<file path="src/rtl/mem_port_arbiter_if.sv">
// Memory port arbiter bus bundle: instruction, data and memory channels.
// The slave modport is the arbiter's view; master is the surrounding system.
interface mem_port_arbiter_if #(
    parameter int XLEN = 32
);
    logic [XLEN-1:0] i_addr;
    logic            i_re;
    logic [3:0]      i_sel;
    logic [XLEN-1:0] i_rdata;
    logic            i_ack;
    logic            i_err;

    logic [XLEN-1:0] d_addr;
    logic [XLEN-1:0] d_wdata;
    logic [3:0]      d_sel;
    logic            d_re;
    logic            d_we;
    logic [XLEN-1:0] d_rdata;
    logic            d_ack;
    logic            d_err;

    logic [XLEN-1:0] m_addr;
    logic [XLEN-1:0] m_wdata;
    logic [3:0]      m_sel;
    logic            m_re;
    logic            m_we;
    logic [XLEN-1:0] m_rdata;
    logic            m_ack;

    logic [1:0]      grant;

    modport slave (
        input  i_addr, i_re, i_sel,
        input  d_addr, d_wdata, d_sel, d_re, d_we,
        input  m_rdata, m_ack,
        output i_rdata, i_ack, i_err,
        output d_rdata, d_ack, d_err,
        output m_addr, m_wdata, m_sel, m_re, m_we,
        output grant
    );

    modport master (
        output i_addr, i_re, i_sel,
        output d_addr, d_wdata, d_sel, d_re, d_we,
        output m_rdata, m_ack,
        input  i_rdata, i_ack, i_err,
        input  d_rdata, d_ack, d_err,
        input  m_addr, m_wdata, m_sel, m_re, m_we,
        input  grant
    );
endinterface

</file>
<file path="src/rtl/mem_port_arbiter.sv">
// Round-robin arbiter sharing one memory port between fetch and load/store,
// with a per-grant watchdog that forces an error completion.
module mem_port_arbiter #(
    parameter int XLEN    = 32,
    parameter int TIMEOUT = 16
) (
    input  logic                clk,
    input  logic                reset,
    mem_port_arbiter_if.slave   bus
);
    localparam int CW = (TIMEOUT > 0) ? $clog2(TIMEOUT + 1) : 1;
    localparam logic [CW-1:0] TLIM = CW'((TIMEOUT > 0) ? TIMEOUT - 1 : 0);

    typedef enum logic [1:0] {
        IDLE,
        GNT_I,
        GNT_D
    } state_t;

    state_t        state_q, state_d;
    logic          last_q, last_d;
    logic [CW-1:0] cnt_q, cnt_d;
    logic          re_q, re_d;
    logic          we_q, we_d;

    logic req_i, req_d, expire, done;

    assign bus.i_rdata = bus.m_rdata;
    assign bus.d_rdata = bus.m_rdata;

    always_comb begin
        state_d     = state_q;
        last_d      = last_q;
        cnt_d       = cnt_q;
        re_d        = re_q;
        we_d        = we_q;
        bus.m_addr  = '0;
        bus.m_wdata = '0;
        bus.m_sel   = '0;
        bus.m_re    = 1'b0;
        bus.m_we    = 1'b0;
        bus.i_ack   = 1'b0;
        bus.i_err   = 1'b0;
        bus.d_ack   = 1'b0;
        bus.d_err   = 1'b0;
        bus.grant   = 2'b00;

        req_i  = bus.i_re;
        req_d  = bus.d_re | bus.d_we;
        expire = (TIMEOUT != 0) && (state_q != IDLE) &&
                 !bus.m_ack && (cnt_q == TLIM);
        done   = (state_q != IDLE) && (bus.m_ack || expire);

        unique case (state_q)
            IDLE: begin
                if (req_i && (!req_d || last_q)) begin
                    state_d = GNT_I;
                end else if (req_d) begin
                    state_d = GNT_D;
                end
            end
            GNT_I: begin
                bus.m_addr = bus.i_addr;
                bus.m_sel  = bus.i_sel;
                bus.m_re   = re_q;
                bus.grant  = 2'b01;
                bus.i_ack  = bus.m_ack;
                bus.i_err  = expire;
                if (done) begin
                    last_d = 1'b0;
                    if (req_d)      state_d = GNT_D;
                    else if (req_i) state_d = GNT_I;
                    else            state_d = IDLE;
                end
            end
            GNT_D: begin
                bus.m_addr  = bus.d_addr;
                bus.m_wdata = bus.d_wdata;
                bus.m_sel   = bus.d_sel;
                bus.m_re    = re_q;
                bus.m_we    = we_q;
                bus.grant   = 2'b10;
                bus.d_ack   = bus.m_ack;
                bus.d_err   = expire;
                if (done) begin
                    last_d = 1'b1;
                    if (req_i)      state_d = GNT_I;
                    else if (req_d) state_d = GNT_D;
                    else            state_d = IDLE;
                end
            end
            default: state_d = IDLE;
        endcase

        // Strobes are latched at grant entry so a dropped request is carried.
        if (state_q == IDLE || done) begin
            cnt_d = '0;
            re_d  = (state_d == GNT_I) || ((state_d == GNT_D) && bus.d_re);
            we_d  = (state_d == GNT_D) && bus.d_we;
        end else begin
            cnt_d = cnt_q + CW'(1);
        end
    end

    always_ff @(posedge clk or posedge reset) begin
        if (reset) begin
            state_q <= IDLE;
            last_q  <= 1'b1;
            cnt_q   <= '0;
            re_q    <= 1'b0;
            we_q    <= 1'b0;
        end else begin
            state_q <= state_d;
            last_q  <= last_d;
            cnt_q   <= cnt_d;
            re_q    <= re_d;
            we_q    <= we_d;
        end
    end
endmodule

</file>
<file path="src/flat_wrapper.sv">
// flat-port wrapper written by rule: the top's interface ports become plain ports
module mem_port_arbiter_flat 
#(
    parameter int XLEN    = 32,
    parameter int TIMEOUT = 16
)
  (clk, reset, bus_i_addr, bus_i_re, bus_i_sel, bus_d_addr, bus_d_wdata, bus_d_sel, bus_d_re, bus_d_we, bus_m_rdata, bus_m_ack, bus_i_rdata, bus_i_ack, bus_i_err, bus_d_rdata, bus_d_ack, bus_d_err, bus_m_addr, bus_m_wdata, bus_m_sel, bus_m_re, bus_m_we, bus_grant);
  mem_port_arbiter_if #(.XLEN(XLEN)) bus_i ();
  input  logic clk;
  input  logic reset;
  input wire logic [$bits(bus_i.i_addr)-1:0] bus_i_addr;
  input wire logic [$bits(bus_i.i_re)-1:0] bus_i_re;
  input wire logic [$bits(bus_i.i_sel)-1:0] bus_i_sel;
  input wire logic [$bits(bus_i.d_addr)-1:0] bus_d_addr;
  input wire logic [$bits(bus_i.d_wdata)-1:0] bus_d_wdata;
  input wire logic [$bits(bus_i.d_sel)-1:0] bus_d_sel;
  input wire logic [$bits(bus_i.d_re)-1:0] bus_d_re;
  input wire logic [$bits(bus_i.d_we)-1:0] bus_d_we;
  input wire logic [$bits(bus_i.m_rdata)-1:0] bus_m_rdata;
  input wire logic [$bits(bus_i.m_ack)-1:0] bus_m_ack;
  output wire logic [$bits(bus_i.i_rdata)-1:0] bus_i_rdata;
  output wire logic [$bits(bus_i.i_ack)-1:0] bus_i_ack;
  output wire logic [$bits(bus_i.i_err)-1:0] bus_i_err;
  output wire logic [$bits(bus_i.d_rdata)-1:0] bus_d_rdata;
  output wire logic [$bits(bus_i.d_ack)-1:0] bus_d_ack;
  output wire logic [$bits(bus_i.d_err)-1:0] bus_d_err;
  output wire logic [$bits(bus_i.m_addr)-1:0] bus_m_addr;
  output wire logic [$bits(bus_i.m_wdata)-1:0] bus_m_wdata;
  output wire logic [$bits(bus_i.m_sel)-1:0] bus_m_sel;
  output wire logic [$bits(bus_i.m_re)-1:0] bus_m_re;
  output wire logic [$bits(bus_i.m_we)-1:0] bus_m_we;
  output wire logic [$bits(bus_i.grant)-1:0] bus_grant;
  assign bus_i.i_addr = bus_i_addr;
  assign bus_i.i_re = bus_i_re;
  assign bus_i.i_sel = bus_i_sel;
  assign bus_i.d_addr = bus_d_addr;
  assign bus_i.d_wdata = bus_d_wdata;
  assign bus_i.d_sel = bus_d_sel;
  assign bus_i.d_re = bus_d_re;
  assign bus_i.d_we = bus_d_we;
  assign bus_i.m_rdata = bus_m_rdata;
  assign bus_i.m_ack = bus_m_ack;
  assign bus_i_rdata = bus_i.i_rdata;
  assign bus_i_ack = bus_i.i_ack;
  assign bus_i_err = bus_i.i_err;
  assign bus_d_rdata = bus_i.d_rdata;
  assign bus_d_ack = bus_i.d_ack;
  assign bus_d_err = bus_i.d_err;
  assign bus_m_addr = bus_i.m_addr;
  assign bus_m_wdata = bus_i.m_wdata;
  assign bus_m_sel = bus_i.m_sel;
  assign bus_m_re = bus_i.m_re;
  assign bus_m_we = bus_i.m_we;
  assign bus_grant = bus_i.grant;
  mem_port_arbiter #(.XLEN(XLEN), .TIMEOUT(TIMEOUT)) u_core (.clk(clk), .reset(reset), .bus(bus_i));
endmodule
</file>
<file path="config.mk">
export PLATFORM = sky130hd
export DESIGN_NAME = mem_port_arbiter_flat
export DESIGN_NICKNAME = d
export VERILOG_FILES = /design/src/rtl/mem_port_arbiter_if.sv /design/src/rtl/mem_port_arbiter.sv /design/src/flat_wrapper.sv
export SDC_FILE = /design/constraint.sdc
export NUM_CORES = 1
export LEC_CHECK = 0
export ABC_AREA = 1
export CORE_AREA = 5 5 107 109
export CTS_CLUSTER_DIAMETER = 120
export DETAILED_ROUTE_END_ITERATION = 10
export DIE_AREA = 0 0 112 114
export GPL_TIMING_DRIVEN = 0
export PLACE_DENSITY = 0.65
export RECOVER_POWER = 25
export SLEW_MARGIN = 20
export SYNTH_ARGS = -nofsm -noshare
export SYNTH_HDL_FRONTEND = slang
export SYNTH_SLANG_ARGS = --single-unit
export TNS_END_PERCENT = 100
</file>
<file path="constraint.sdc">
create_clock -name clk -period 3.3 [get_ports clk]
set_input_delay 0.66 -clock clk [delete_from_list [all_inputs] [get_ports clk]]
set_output_delay 0.66 -clock clk [all_outputs]
set_load 0.05 [all_outputs]
</file>
### Word level (Yosys, flattened, before mapping)

Cells that the tools add are included.

| word-level totals | value |
|---|---|
| input bits | 142 |
| logic and storage cells | 54 |
| register bits after elaboration | 10 |
| output and inout port bits | 140 |

| cells by class | value |
|---|---|
| add/subtract/negate cells | 1 |
| bitwise gates (word level) | 1 |
| reduce and logical (&&, ||, !) cells | 17 |
| equal/unequal tests | 7 |
| mux-type cells | 23 |

Operators by type and width:

| operator | count |
|---|---|
| $pmux W32 S2 | 1 |
| $mux W32 | 1 |
| $mux W2 | 7 |
| $mux W1 | 9 |
| $pmux W4 S2 | 1 |
| $logic_and A1 B1 Y1 | 6 |
| $pmux W2 S3 | 1 |
| $add A5 B1 Y5 const B | 1 |
| $eq A5 B4 Y1 const B | 1 |
| $mux W5 | 1 |
| $eq A2 B1 Y1 const B | 2 |
| $eq A2 B2 Y1 const B | 2 |
| $logic_or A1 B1 Y1 | 4 |
| $ne A2 B1 Y1 const B | 2 |
| $pmux W2 S2 | 1 |
| $reduce_bool A2 Y1 | 2 |
| $reduce_and A3 Y1 | 1 |
| $logic_not A1 Y1 | 2 |
| $logic_not A2 Y1 | 1 |
| $pmux W1 S2 | 1 |
| $reduce_or A2 Y1 | 1 |
| $or A1 B1 Y1 | 1 |

### Longest topological paths before layout

| logic depth | value |
|---|---|
| word-level depth | 10 |
| gate-level depth with buffers | 14 |
| depth with buffers taken out | 13 |

### Least setup slack after synthesis

No wires, ideal clock.

| timing | value |
|---|---|
| path kind | register to output |
| start | register u_core.state_q[1] |
| end | output bus_m_addr[10] |
| slack | 0.252 ns |
| cell stages (with the launch flop) | 7 |
| arrival | 2.388 ns |
| path buffers | 2 |
| required time | 2.640 ns |
| cell sequence | dfrtp_1 -> inv_1 -> ha_1 -> buf_2 -> buf_1 -> nand2_1 -> a21oi_1 |

| between the ends | value |
|---|---|
| longest elaborated chain between the ends | 2 |
| elaborated cells on any way between the ends | 3 |
| those cells by class | 2 x eq/ne; 1 x mux |

Ends and longest elaborated chain:

| what | line | RTL |
|---|---|---|
| start, declared | mem_port_arbiter.sv:20 | `state_t state_q, state_d;` |
| start signal, assigned | mem_port_arbiter.sv:113 | `state_q <= state_d;` |
| $eq A2 B2 Y1 or $eq A2 B1 Y1 (tied branches) | mem_port_arbiter.sv:54 | `unique case (state_q)` |
| $pmux W32 S2 (*) | mem_port_arbiter.sv:54 |  |
| end, declared | flat_wrapper.sv:27 | `output wire logic [$bits(bus_i.m_addr)-1:0] bus_m_addr;` |

Mark *: on every way between the ends. The rest lies on a longest branch, timed or not.

### Worst setup path after layout

| timing | value |
|---|---|
| start | register u_core.state_q[0] |
| end | output bus_m_addr[26] |

Same word-level chain as after synthesis.

==> qor.txt <==
grt ovf - 0
critical path, cell by cell - inv_1, ha_1, clkinv_1, buf_1, a21oi_1, dlygate4sd2_1
Ys Warns - 0
final hold vios - 0
CP Launch Type - flip-flop
clock skew - 0.003685 ns
maximum vdd ir drop - 352.2 uV
Setup Crit Path Kind - reg2out
delay of the slowest critical-path stage - 0.57 ns
first-pass GRT wire length - 15.58 mm
root buffer cell - clkbuf_8
vias - 2892
max cap viols - 0
Area contributors post-synth - buf_4 (25%), nand2_1 (24%), dfrtp_1 (12%), a21oi_1 (10%), inv_1 (9.4%)
First-pass DRT Iterations - 4
worst skew pair latency - 0.24 ns
cell taking the most area after synthesis - buf_4
RSZ-0062 raised after global routing - no
Num CTS Buffers - 3
Residual DRC - 0
Critical Path End Type - output pin
die height - 114 um
Post-synth EDFFs - 0
Synth Instances - 344
Worst EP required - 2.64 ns
gr usage total - 0.1511
Syn Area/Cell - 5.674 um^2
ys flop type - dfrtp_1
Synth top area share - 0.2500
die area - 12770 um^2
final WL - 10.89 mm
initial core utilization - 0.1858
post-route cell area - 4587 um^2
Post-CTS Hold Buffers - 0
Avg WL per Cell - 14.77 um
H-tree Lvls - 1
vias in the first global route - 2790
Pleak - 0.002386 uW
async set-reset flop share out of synthesis - 1.000
via/cell ratio - 3.924
Final #Nets - 746
final setup fails - 0
CTS tree - done
Min-Delay Path Class - reg2reg
crit path DAT - 2.50 ns
max_slew headroom - 0.5499
RePlAce Congestion - 0.8279
postcts setup bufs - 0
largest delay contributor family on the critical path - buffers and inverters
Cell Rows - 38
core area - 10510 um^2
Achievable Freq - 316.5 MHz
Final ANT Viol Nets - 0
crit path buf inv count - 4
most frequent cells in the layout - clkdlybuf4s50_1 (191), nand2_1 (127), buf_4 (65)
Sink Count - 10
worst slew pin tran - 0.6700 ns
Detailed Route Iter0 Violations - 109
syn_nets - 492
chip width - 112 um
Yosys cell types - 28
Final Power - 3292 uW
FILL cells - 1113
Setup TNS - 0 ns
Area Growth Syn to Fin - 135.0%
worst-path maximum fanout - 10
n_diodes - 0
PortBufs - 249
status - finished, final reports clean
DP HPWL - 9.350 mm
placed instance area - 4619 um^2
Yosys reg bits - 10
share of cells above drive strength 1 - 0.1608
most common cell after layout, fill and taps aside - clkdlybuf4s50_1
Pwr per Cell Area - 717.8 nW/um^2
R2R Setup Slk - 1.00 ns
Period minus WS final - 3.159 ns
pre-CTS WS - -0.1866 ns
initial antenna violation count - 0
CTS Buffer Depth - 2
synthesized area - 1952 um^2
Clk pin slew, worst setup/hold paths - 0.05 ns
# IOs - 282
largest net degree at the start of global routing - 11
Critical-path top delay cell - dlygate4sd2_1
Max Slew Vio Count - 0
setup ws final - 0.1406 ns
Seq/Total Area, Yosys - 0.1288
fin crit share - 0.9574
## routing by layer
| layer | up-vias | GRT usage | part of all wire |
|---|---|---|---|
| li1 | 1471 | - | - |
| met1 | 1280 | 0.1735 | 0.38 |
| met3 | 10 | 0.03183 | 0.075 |
| met5 | - | 0 | 0 |
| met2 | 131 | 0.2922 | 0.54 |
| met4 | 0 | 0.02324 | 0.0091 |
## power by group
part / internal, uW / total (uW) / switching, uW
Clock: 105 / 157 / 51.8
Combinational: 863 / 2940 / 2080
Sequential: 163 / 191 / 28.2
## synthesized netlist by cell type (2+ instances only)
cell      count
ha_1          6
nand2_2       3
buf_4        65
a21oi_1      40
o21ai_0       2
nand3_2       2
nor2_1        9
inv_1        49
nand2_1     126
buf_1         4
nand3_1       5
clkbuf_1      9
dfrtp_1       9
## worst paths after layout
kind	startpoint	endpoint	depth (start not counted)
worst max-delay path	u_core.state_q[0]$_DFF_PP0_	bus_m_addr[26]	6
min in group asynchronous	reset	u_core.re_q$_DFFE_PP0N_	2
worst min-delay path	u_core.cnt_q[0]$_DFF_PP0_	u_core.cnt_q[0]$_DFF_PP0_	1
max in group asynchronous	reset	u_core.last_q$_DFFE_PP1P_	2
worst min register to register	u_core.cnt_q[0]$_DFF_PP0_	u_core.cnt_q[0]$_DFF_PP0_	1
worst max register to register	u_core.cnt_q[0]$_DFF_PP0_	u_core.we_q$_DFFE_PP0N_	11
## through the flow
step / hold WS [ns] / cells / utilization
4_1_cts: 0.4721 / 737 / 0.4420
5_1_grt: 0.4883 / 737 / 0.4365
6_report: 0.4696 / 737 / 0.4365
3_3_place_gp: 0.4476 / 733 / 0.4396
3_5_place_dp: 0.4658 / 733 / 0.4396
2_1_floorplan: 0.4320 / 344 / -
## cell type report
| class | instances | area (um^2) | share of cell area |
|---|---|---|---|
| Multi-Input combinational cell | 202 | 910.9 | 0.1986 |
| Sequential cell | 10 | 251.5 | 0.05483 |
| Tap cell | 140 | 175.2 | 0.03819 |
| Timing Repair Buffer | 249 | 2439 | 0.5316 |
| Clock buffer | 4 | 55.05 | 0.01200 |
| Inverter | 52 | 197.7 | 0.04310 |
| Buffer | 80 | 558.0 | 0.1217 |
## timing repair
item / 4_1_cts / 5_1_grt
gates resized for setup: 38 / 29
setup endpoints to repair: 33 / 18
endpoints found under the hold margin: 0 / 0
pin swaps: 0 / 0
cloned: 0 / 0
## state kept, by name (all words and copies together), names as in the netlist
signal and flops:
u_core.re_q 1, u_core.cnt_q 5, u_core.state_q 2, u_core.last_q 1
u_core.we_q 1
## logic make-up (layout without fill, tap and decap cells)
family,after synthesis,after routing,synth area share
compound gates,47,47,0.1346
fa+ha+maj,6,6,0.03846
buf+inv,132,385,0.3846
flops,10,10,0.1289
simple gates,149,149,0.3135
Power figures use the tool's default switching activity.
